## src/rtl/uart_tx.sv

```systemverilog
// UART transmitter: start, 8 data bits MSB first, optional parity, 1-2 stop bits; tx falls one cycle after accept.
// One-deep hold register; tx_ready low while it is full, so a second byte can queue behind the frame on the line.
module uart_tx #(
    parameter int CLKS_PER_BIT = 27,
    parameter int PARITY_EN    = 1,
    parameter int PARITY_ODD   = 0,
    parameter int STOP_BITS    = 1
) (
    input  logic       clk_3125,
    input  logic       rst,
    input  logic [7:0] tx_data,
    input  logic       tx_start,
    output logic       tx_ready,
    output logic       tx,
    output logic       tx_busy,
    output logic       tx_done
);

    typedef enum logic [2:0] {IDLE, START, DATA, PARITY, STOP} state_t;

    localparam logic [7:0] LAST_CNT  = 8'(CLKS_PER_BIT - 1);
    localparam logic       LAST_STOP = (STOP_BITS == 2);

    state_t     state, state_nxt;
    logic [7:0] cnt, cnt_nxt;
    logic [2:0] bit_idx, bit_idx_nxt, bit_idx_m1;
    logic       stop_idx, stop_idx_nxt;
    logic [7:0] shift, hold;
    logic       hold_full;
    logic       load;
    logic       tx_nxt, done_nxt;
    logic       bit_end, par_bit;

    assign bit_end    = (cnt == LAST_CNT);
    assign bit_idx_m1 = bit_idx - 3'd1;
    // Parity comes from the latched byte so tx_data may change after accept.
    assign par_bit    = (PARITY_ODD != 0) ? ~^shift : ^shift;
    assign tx_ready   = ~hold_full;
    assign tx_busy    = (state != IDLE);

    always_comb begin
        state_nxt    = state;
        cnt_nxt      = bit_end ? 8'd0 : cnt + 8'd1;
        bit_idx_nxt  = bit_idx;
        stop_idx_nxt = stop_idx;
        tx_nxt       = tx;
        done_nxt     = 1'b0;
        load         = 1'b0;
        case (state)
            IDLE: begin
                cnt_nxt = 8'd0;
                tx_nxt  = 1'b1;
                if (hold_full) begin
                    load      = 1'b1;
                    state_nxt = START;
                    tx_nxt    = 1'b0;
                end
            end
            START: begin
                if (bit_end) begin
                    state_nxt   = DATA;
                    bit_idx_nxt = 3'd7;
                    tx_nxt      = shift[7];
                end
            end
            DATA: begin
                if (bit_end) begin
                    if (bit_idx != 3'd0) begin
                        bit_idx_nxt = bit_idx_m1;
                        tx_nxt      = shift[bit_idx_m1];
                    end else if (PARITY_EN != 0) begin
                        state_nxt = PARITY;
                        tx_nxt    = par_bit;
                    end else begin
                        state_nxt    = STOP;
                        stop_idx_nxt = 1'b0;
                        tx_nxt       = 1'b1;
                    end
                end
            end
            PARITY: begin
                if (bit_end) begin
                    state_nxt    = STOP;
                    stop_idx_nxt = 1'b0;
                    tx_nxt       = 1'b1;
                end
            end
            STOP: begin
                if (bit_end) begin
                    if (stop_idx == LAST_STOP) begin
                        done_nxt = 1'b1;
                        // A queued byte chains straight into the next start bit.
                        if (hold_full) begin
                            load      = 1'b1;
                            state_nxt = START;
                            tx_nxt    = 1'b0;
                        end else begin
                            state_nxt = IDLE;
                            tx_nxt    = 1'b1;
                        end
                    end else begin
                        stop_idx_nxt = 1'b1;
                    end
                end
            end
            default: begin
                state_nxt = IDLE;
                tx_nxt    = 1'b1;
            end
        endcase
    end

    always_ff @(posedge clk_3125 or posedge rst) begin
        if (rst) begin
            state     <= IDLE;
            cnt       <= 8'd0;
            bit_idx   <= 3'd0;
            stop_idx  <= 1'b0;
            shift     <= 8'd0;
            hold      <= 8'd0;
            hold_full <= 1'b0;
            tx        <= 1'b1;
            tx_done   <= 1'b0;
        end else begin
            state    <= state_nxt;
            cnt      <= cnt_nxt;
            bit_idx  <= bit_idx_nxt;
            stop_idx <= stop_idx_nxt;
            tx       <= tx_nxt;
            tx_done  <= done_nxt;
            if (load) begin
                shift <= hold;
            end
            if (tx_start && !hold_full) begin
                hold      <= tx_data;
                hold_full <= 1'b1;
            end else if (load) begin
                hold_full <= 1'b0;
            end
        end
    end

endmodule
```

## config.mk

```make
export PLATFORM = sky130hd
export DESIGN_NAME = uart_tx
export DESIGN_NICKNAME = d
export VERILOG_FILES = /design/src/rtl/uart_tx.sv
export SDC_FILE = /design/constraint.sdc
export NUM_CORES = 1
export LEC_CHECK = 0
export BUFFER_PORTS_ARGS = -buffer_cell sky130_fd_sc_hd__buf_2
export CORE_MARGIN = 4
export CORE_UTILIZATION = 30
export CTS_CLUSTER_SIZE = 20
export DETAILED_ROUTE_END_ITERATION = 10
export MAX_ROUTING_LAYER = met4
export PLACE_DENSITY = 0.48
export SYNTH_ARGS = -nofsm -noshare
export SYNTH_HDL_FRONTEND = slang
export SYNTH_SLANG_ARGS = --single-unit
```

## constraint.sdc

```tcl
create_clock -name clk_3125 -period 1.6 [get_ports clk_3125]
set_input_delay 0.24 -clock clk_3125 [delete_from_list [all_inputs] [get_ports clk_3125]]
set_output_delay 0.24 -clock clk_3125 [all_outputs]
set_load 0.05 [all_outputs]
```

==> results.toml, run 1 <==
[grt]
grt-ovfl-total = 0
antenna_found_initial = 0
grt_max_degree = 34
track_usage_pct = 10.1
grt_pass1_vias = 1171
grt_pass1_wl_um = 5530

[finish]
final_cell_mix = "30 x dfrtp_1, 16 x nor2_1, 16 x buf_4, 13 x buf_2"
design_area_um2 = 2110
layout-drive-gt1-share_pct = 40.8
final_nets = 188
n_antenna_cell = 0
final_common_cell = "dfrtp_1"
final_cells = 246
num-fill-cells = 553
finish.utilization_pct = 38.6
area_growth_pct = 25.0

[worst_setup_path]
cp_max_fo = 5
path_cells = "nor4b_4 -> nand4b_4 -> nand2_4 -> nand3_4 -> mux2_4"
crit_family = "simple AND/OR/NAND/NOR gates"
rr_startpoint = "cnt[6]$_DFF_PP0_"
critPathArrivalTime_ns = 1.81
critPathRequiredTime_ns = 1.77
critPathBufInv = 0
reg2reg_to = "shift[3]$_DFFE_PP0P_"
r2r_setup_slack_ns = -0.04
worstSetupPathType = "flop to flop"
crit_path_end_kind = "flop"
cp_slowest_cell = "dfrtp_1"
reg2reg_depth = 5
worst_path_largest_cell_delay_ns = 0.41
start_kind = "flop"

[sta]
period_needed_ns = 1.64
max_slew_margin_pct = 68.5
max_freq_ghz = 0.610
maxSlewViolCount = 0
layout_setup_ws_ns = -0.0397
fin_skew_ns = 0.00554
setup_viol_count_final = 5
hold_slack_ns = 0.0307
rsz0062_at_grt = "yes"
final_hold_viol_count = 0
finalSetupTns_ns = -0.160
max_slew.worst_pin.slew_ns = 0.471
finalCritPeriodShare_pct = 102

[synth]
ys_ff_latch = 33
synth_edf_count = 0
synth_ff_type = "dfrtp_1"
syn_avg_cell_area_um2 = 12.2
syn_nets = 153
yosysWarnings = 0
yosysSeqAreaShare_pct = 48.9
async_reset_ff_share_pct = 100
synthCells = 138
syn_area_um2 = 1690
synth_cell_type_count = 35

[floorplan]
die_y_um = 83.1
die-area_um2 = 6900
ios = 15
rows = 27
core_um2 = 5470
start_util_pct = 30.9
die_w_um = 83.1

[run_status]
outcome = "finished, violations left"
violations = "setup timing"

[clocking]
clock_sinks = 33
cts_buffer_depth = 2
root_buffer = "clkbuf_8"
worstSkewPairLatency_ns = 0.28
cts_max_level = 2
postCtsHoldBufs = 0
clk_pin_slew_ns = 0.07
cts_tree = "yes"
numCtsBuffers = 5

[detailed_routing]
postRouteAntennaNets = 0
avgRoutedWirePerCell_um = 13.0
drt-vias-per-instance = 4.52
dr.pass1.iters = 4
dr.first_iter.drc_count = 34
vias = 1111
wirelength_um = 3210
route.detailed.drc = 0

[place]
placed_cell_area_um2 = 1930
port_buffers = 14
place_ws_ns = -0.0598
place_congestion = 0.824
placed_cells = 234
dp_hpwl_um = 2220

[power]
power_mw = 4.35
pwr_density_cell_nw_per_um2 = 2060
p_leak_nw = 0.974
irDropWorstVdd_uv = 730

[hold_path]
hold_class = "primary input to asynchronous set/reset pin"

[run]
maxCapViolCount = 0
[worst max path at each step]
stage | slack, ns | endpoint | startpoint | cells past startpoint
floorplan | -0.01 | shift[0]$_DFFE_PP0P_ | cnt[6]$_DFF_PP0_ | 5
global placement | -0.02 | shift[3]$_DFFE_PP0P_ | cnt[6]$_DFF_PP0_ | 5
detailed placement | -0.06 | shift[3]$_DFFE_PP0P_ | cnt[6]$_DFF_PP0_ | 5
CTS | -0.05 | shift[3]$_DFFE_PP0P_ | cnt[6]$_DFF_PP0_ | 5
global route | -0.12 | shift[3]$_DFFE_PP0P_ | state[0]$_DFFE_PP0P_ | 4
finish | -0.04 | shift[3]$_DFFE_PP0P_ | cnt[6]$_DFF_PP0_ | 5
[repair_timing]
item,CTS,global route
resized for setup,5,6
endpoints found under the setup margin,9,23
pin swaps,0,1
setup buffers,2,1
cloned,1,0
[power by group]
part	internal, mW	leakage [nW]	total [mW]	switching (mW)
sequential	1.21	0.401	1.52	0.311
clock	0.466	0.0543	0.791	0.326
combinational	1.13	0.518	2.04	0.910
[registers in the layout, summed over array words and instances (netlist names)]
name / flops
hold: 8
bit_idx: 3
hold_full: 1
cnt: 8
tx_done: 1
shift: 8
tx: 1
state: 3
[area by class of cell]
cell class	count	area (um2)	area share, %
flip-flops and latches	33	830	39.3
multi-input cells	97	852	40.3
repair buffers	31	208	9.83
inverters	5	18.8	0.888
clock inverters	3	46.3	2.19
clock buffers	5	68.8	3.26
well taps	72	90.1	4.26
[cells by family after synthesis]
group,Yosys count,share of synthesized area [%]
xor gates and xnor gates,15,7.77
DFF,33,48.9
adders and majority gates,4,2.96
and+or+nand+nor,45,16.6
muxes,19,15.7
buffers and inverters,9,2.89
AOI/OAI and AO/OA,13,5.18
[routing by layer]
metal / up-vias / share of wire [%] / track usage, %
met1: 533 / 47 / 12.6
met5: - / 0 / -
met4: 0 / 1.1 / 4.01
li1: 558 / - / -
met3: 2 / 3.0 / 2.68
met2: 18 / 48 / 15.7
[worst reg2reg max path: cells and delay by family (launching register included)]
| family | cells | cell delay [ns] |
|---|---|---|
| AND/OR/NAND/NOR | 4 | 0.78 |
| flip-flops | 1 | 0.41 |
| multiplexers | 1 | 0.34 |
[cells in the mapped netlist, types with 3 or more instances]
cell / number / area (um2)
and3_1: 3 / 18.8
mux2_2: 8 / 90.1
nor2b_1: 4 / 25.0
nand2_1: 3 / 11.3
inv_1: 5 / 18.8
mux2_4: 8 / 120
dfrtp_1: 32 / 801
nand3_1: 6 / 30.0
a21oi_1: 3 / 15.0
xor2_1: 7 / 61.3
xnor2_1: 8 / 70.1
nor2_1: 16 / 60.1
ha_1: 4 / 50.1
nor3_1: 3 / 15.0
(Power assumes the default switching activity.)
==> run 2, diff against run 1 <==
Settings changed: PLACE_DENSITY 0.48 to 0.47.
Clock period 1.6 ns to 2.05 ns, I/O delays scaled along.
==> results.toml, run 2 (synthesis gave the netlist of run 1 again) <==
[sta]
final_hold_viol_count = 0
period_needed_ns = 1.77
fin_skew_ns = 0.00507
finalSetupTns_ns = 0
layout_setup_ws_ns = 0.282
hold_slack_ns = 0.0932
rsz0062_at_grt = "no"
max_slew.worst_pin.slew_ns = 0.423
max_slew_margin_pct = 71.8
finalCritPeriodShare_pct = 86.3
max_freq_ghz = 0.566
setup_viol_count_final = 0
maxSlewViolCount = 0

[floorplan]
ios = 15
core_um2 = 5470
die_y_um = 83.1
die_w_um = 83.1
start_util_pct = 30.9
die-area_um2 = 6900
rows = 27

[place]
place_congestion = 0.830
port_buffers = 14
place_ws_ns = 0.262
dp_hpwl_um = 2140

[run]
maxCapViolCount = 0

[clocking]
cts_max_level = 2
postCtsSetupBuffers = 0
cts_tree = "yes"
postCtsHoldBufs = 0
clock_sinks = 33
root_buffer = "clkbuf_8"
numCtsBuffers = 5
postCtsResizedCells = 0
clk_pin_slew_ns = 0.07
cts_buffer_depth = 2
worstSkewPairLatency_ns = 0.29

[detailed_routing]
wirelength_um = 2960
dr.pass1.iters = 4
avgRoutedWirePerCell_um = 12.9
route.detailed.drc = 0
drt-vias-per-instance = 4.53
postRouteAntennaNets = 0
dr.first_iter.drc_count = 32
vias = 1042

[grt]
grt-ovfl-total = 0
track_usage_pct = 9.91
grt_max_degree = 34
grt_pass1_wl_um = 5220
grt_pass1_vias = 1102
antenna_found_initial = 0

[power]
irDropWorstVdd_uv = 397
p_leak_nw = 0.898
pwr_density_cell_nw_per_um2 = 1620

[finish]
final_cell_mix = "32 x dfrtp_1, 16 x nor2_1, 14 x buf_2"
final_common_cell = "dfrtp_1"
layout-drive-gt1-share_pct = 29.7
area_growth_pct = 15.5
final_nets = 172
finish.utilization_pct = 35.7
n_antenna_cell = 0
largest_registers = "cnt x8, hold x8, shift x8"

[worst_setup_path]
r2r_setup_slack_ns = 0.29
critPathArrivalTime_ns = 1.46
worstSetupPathType = "flop to output pin"
cp_max_fo = 12
crit_path_end_kind = "output pin"
start_kind = "flop"
critPathRequiredTime_ns = 1.74

[run_status]
outcome = "finished clean"

[hold_path]
hold_class = "primary input to asynchronous set/reset pin"
run 2: cell count changes in the layout (fill, tap and decap cells not counted), sizes merged:
cell,change
clkbuf,+2
nand3,-1
buf,-15
clkinv,-1
clkinvlp,-1
run 2: per-stage QoR:
step	cells	total power, mW	instance area (um2)
floorplan	138	2.34	1690
detailed placement	222	2.57	1840
finish	230	3.16	1950
global route	230	3.42	1950
CTS	230	3.21	1950
global placement	222	2.53	1840
run 2: path summary, 6_finish.rpt:
kind,to,start,depth (start not counted)
min in group clk_3125,hold[3]$_DFFE_PP0P_,tx_data[3],2
worst min register to register,tx$_DFFE_PP1P_,tx$_DFFE_PP1P_,2
worst max register to register,shift[0]$_DFFE_PP0P_,cnt[5]$_DFF_PP0_,5
max in group asynchronous,tx$_DFFE_PP1P_,rst,3
worst max-delay path,tx_busy,state[0]$_DFFE_PP0P_,2
worst min-delay path,hold[5]$_DFFE_PP0P_,rst,3
run 2: layout make-up:
cell class	instances	area, um2
Clock buffer	7	86.3
Inverter	5	18.8
Tap cell	72	90.1
Fill cell	575	3520
Clock inverter	1	30.0
Multi-Input combinational cell	96	815
Sequential cell	33	827
Timing Repair Buffer	16	85.1
run 2: per-layer routing:
metal | global-route usage, % | share of wire (%)
met2 | 14.8 | 46
met4 | 4.90 | 2.8
met1 | 12.2 | 48
met5 | - | 0
met3 | 2.98 | 2.9
run 2: critical path, cell delays in order (launching register included):
cell and delay [ns]:
dfrtp_1 0.49, or3_1 0.45, buf_2 0.23
run 2: report_power, final:
| group | switching, mW | internal, mW | leakage [nW] |
|---|---|---|---|
| logic | 0.585 | 0.719 | 0.437 |
| registers | 0.285 | 0.940 | 0.403 |
| clock network | 0.239 | 0.396 | 0.0585 |
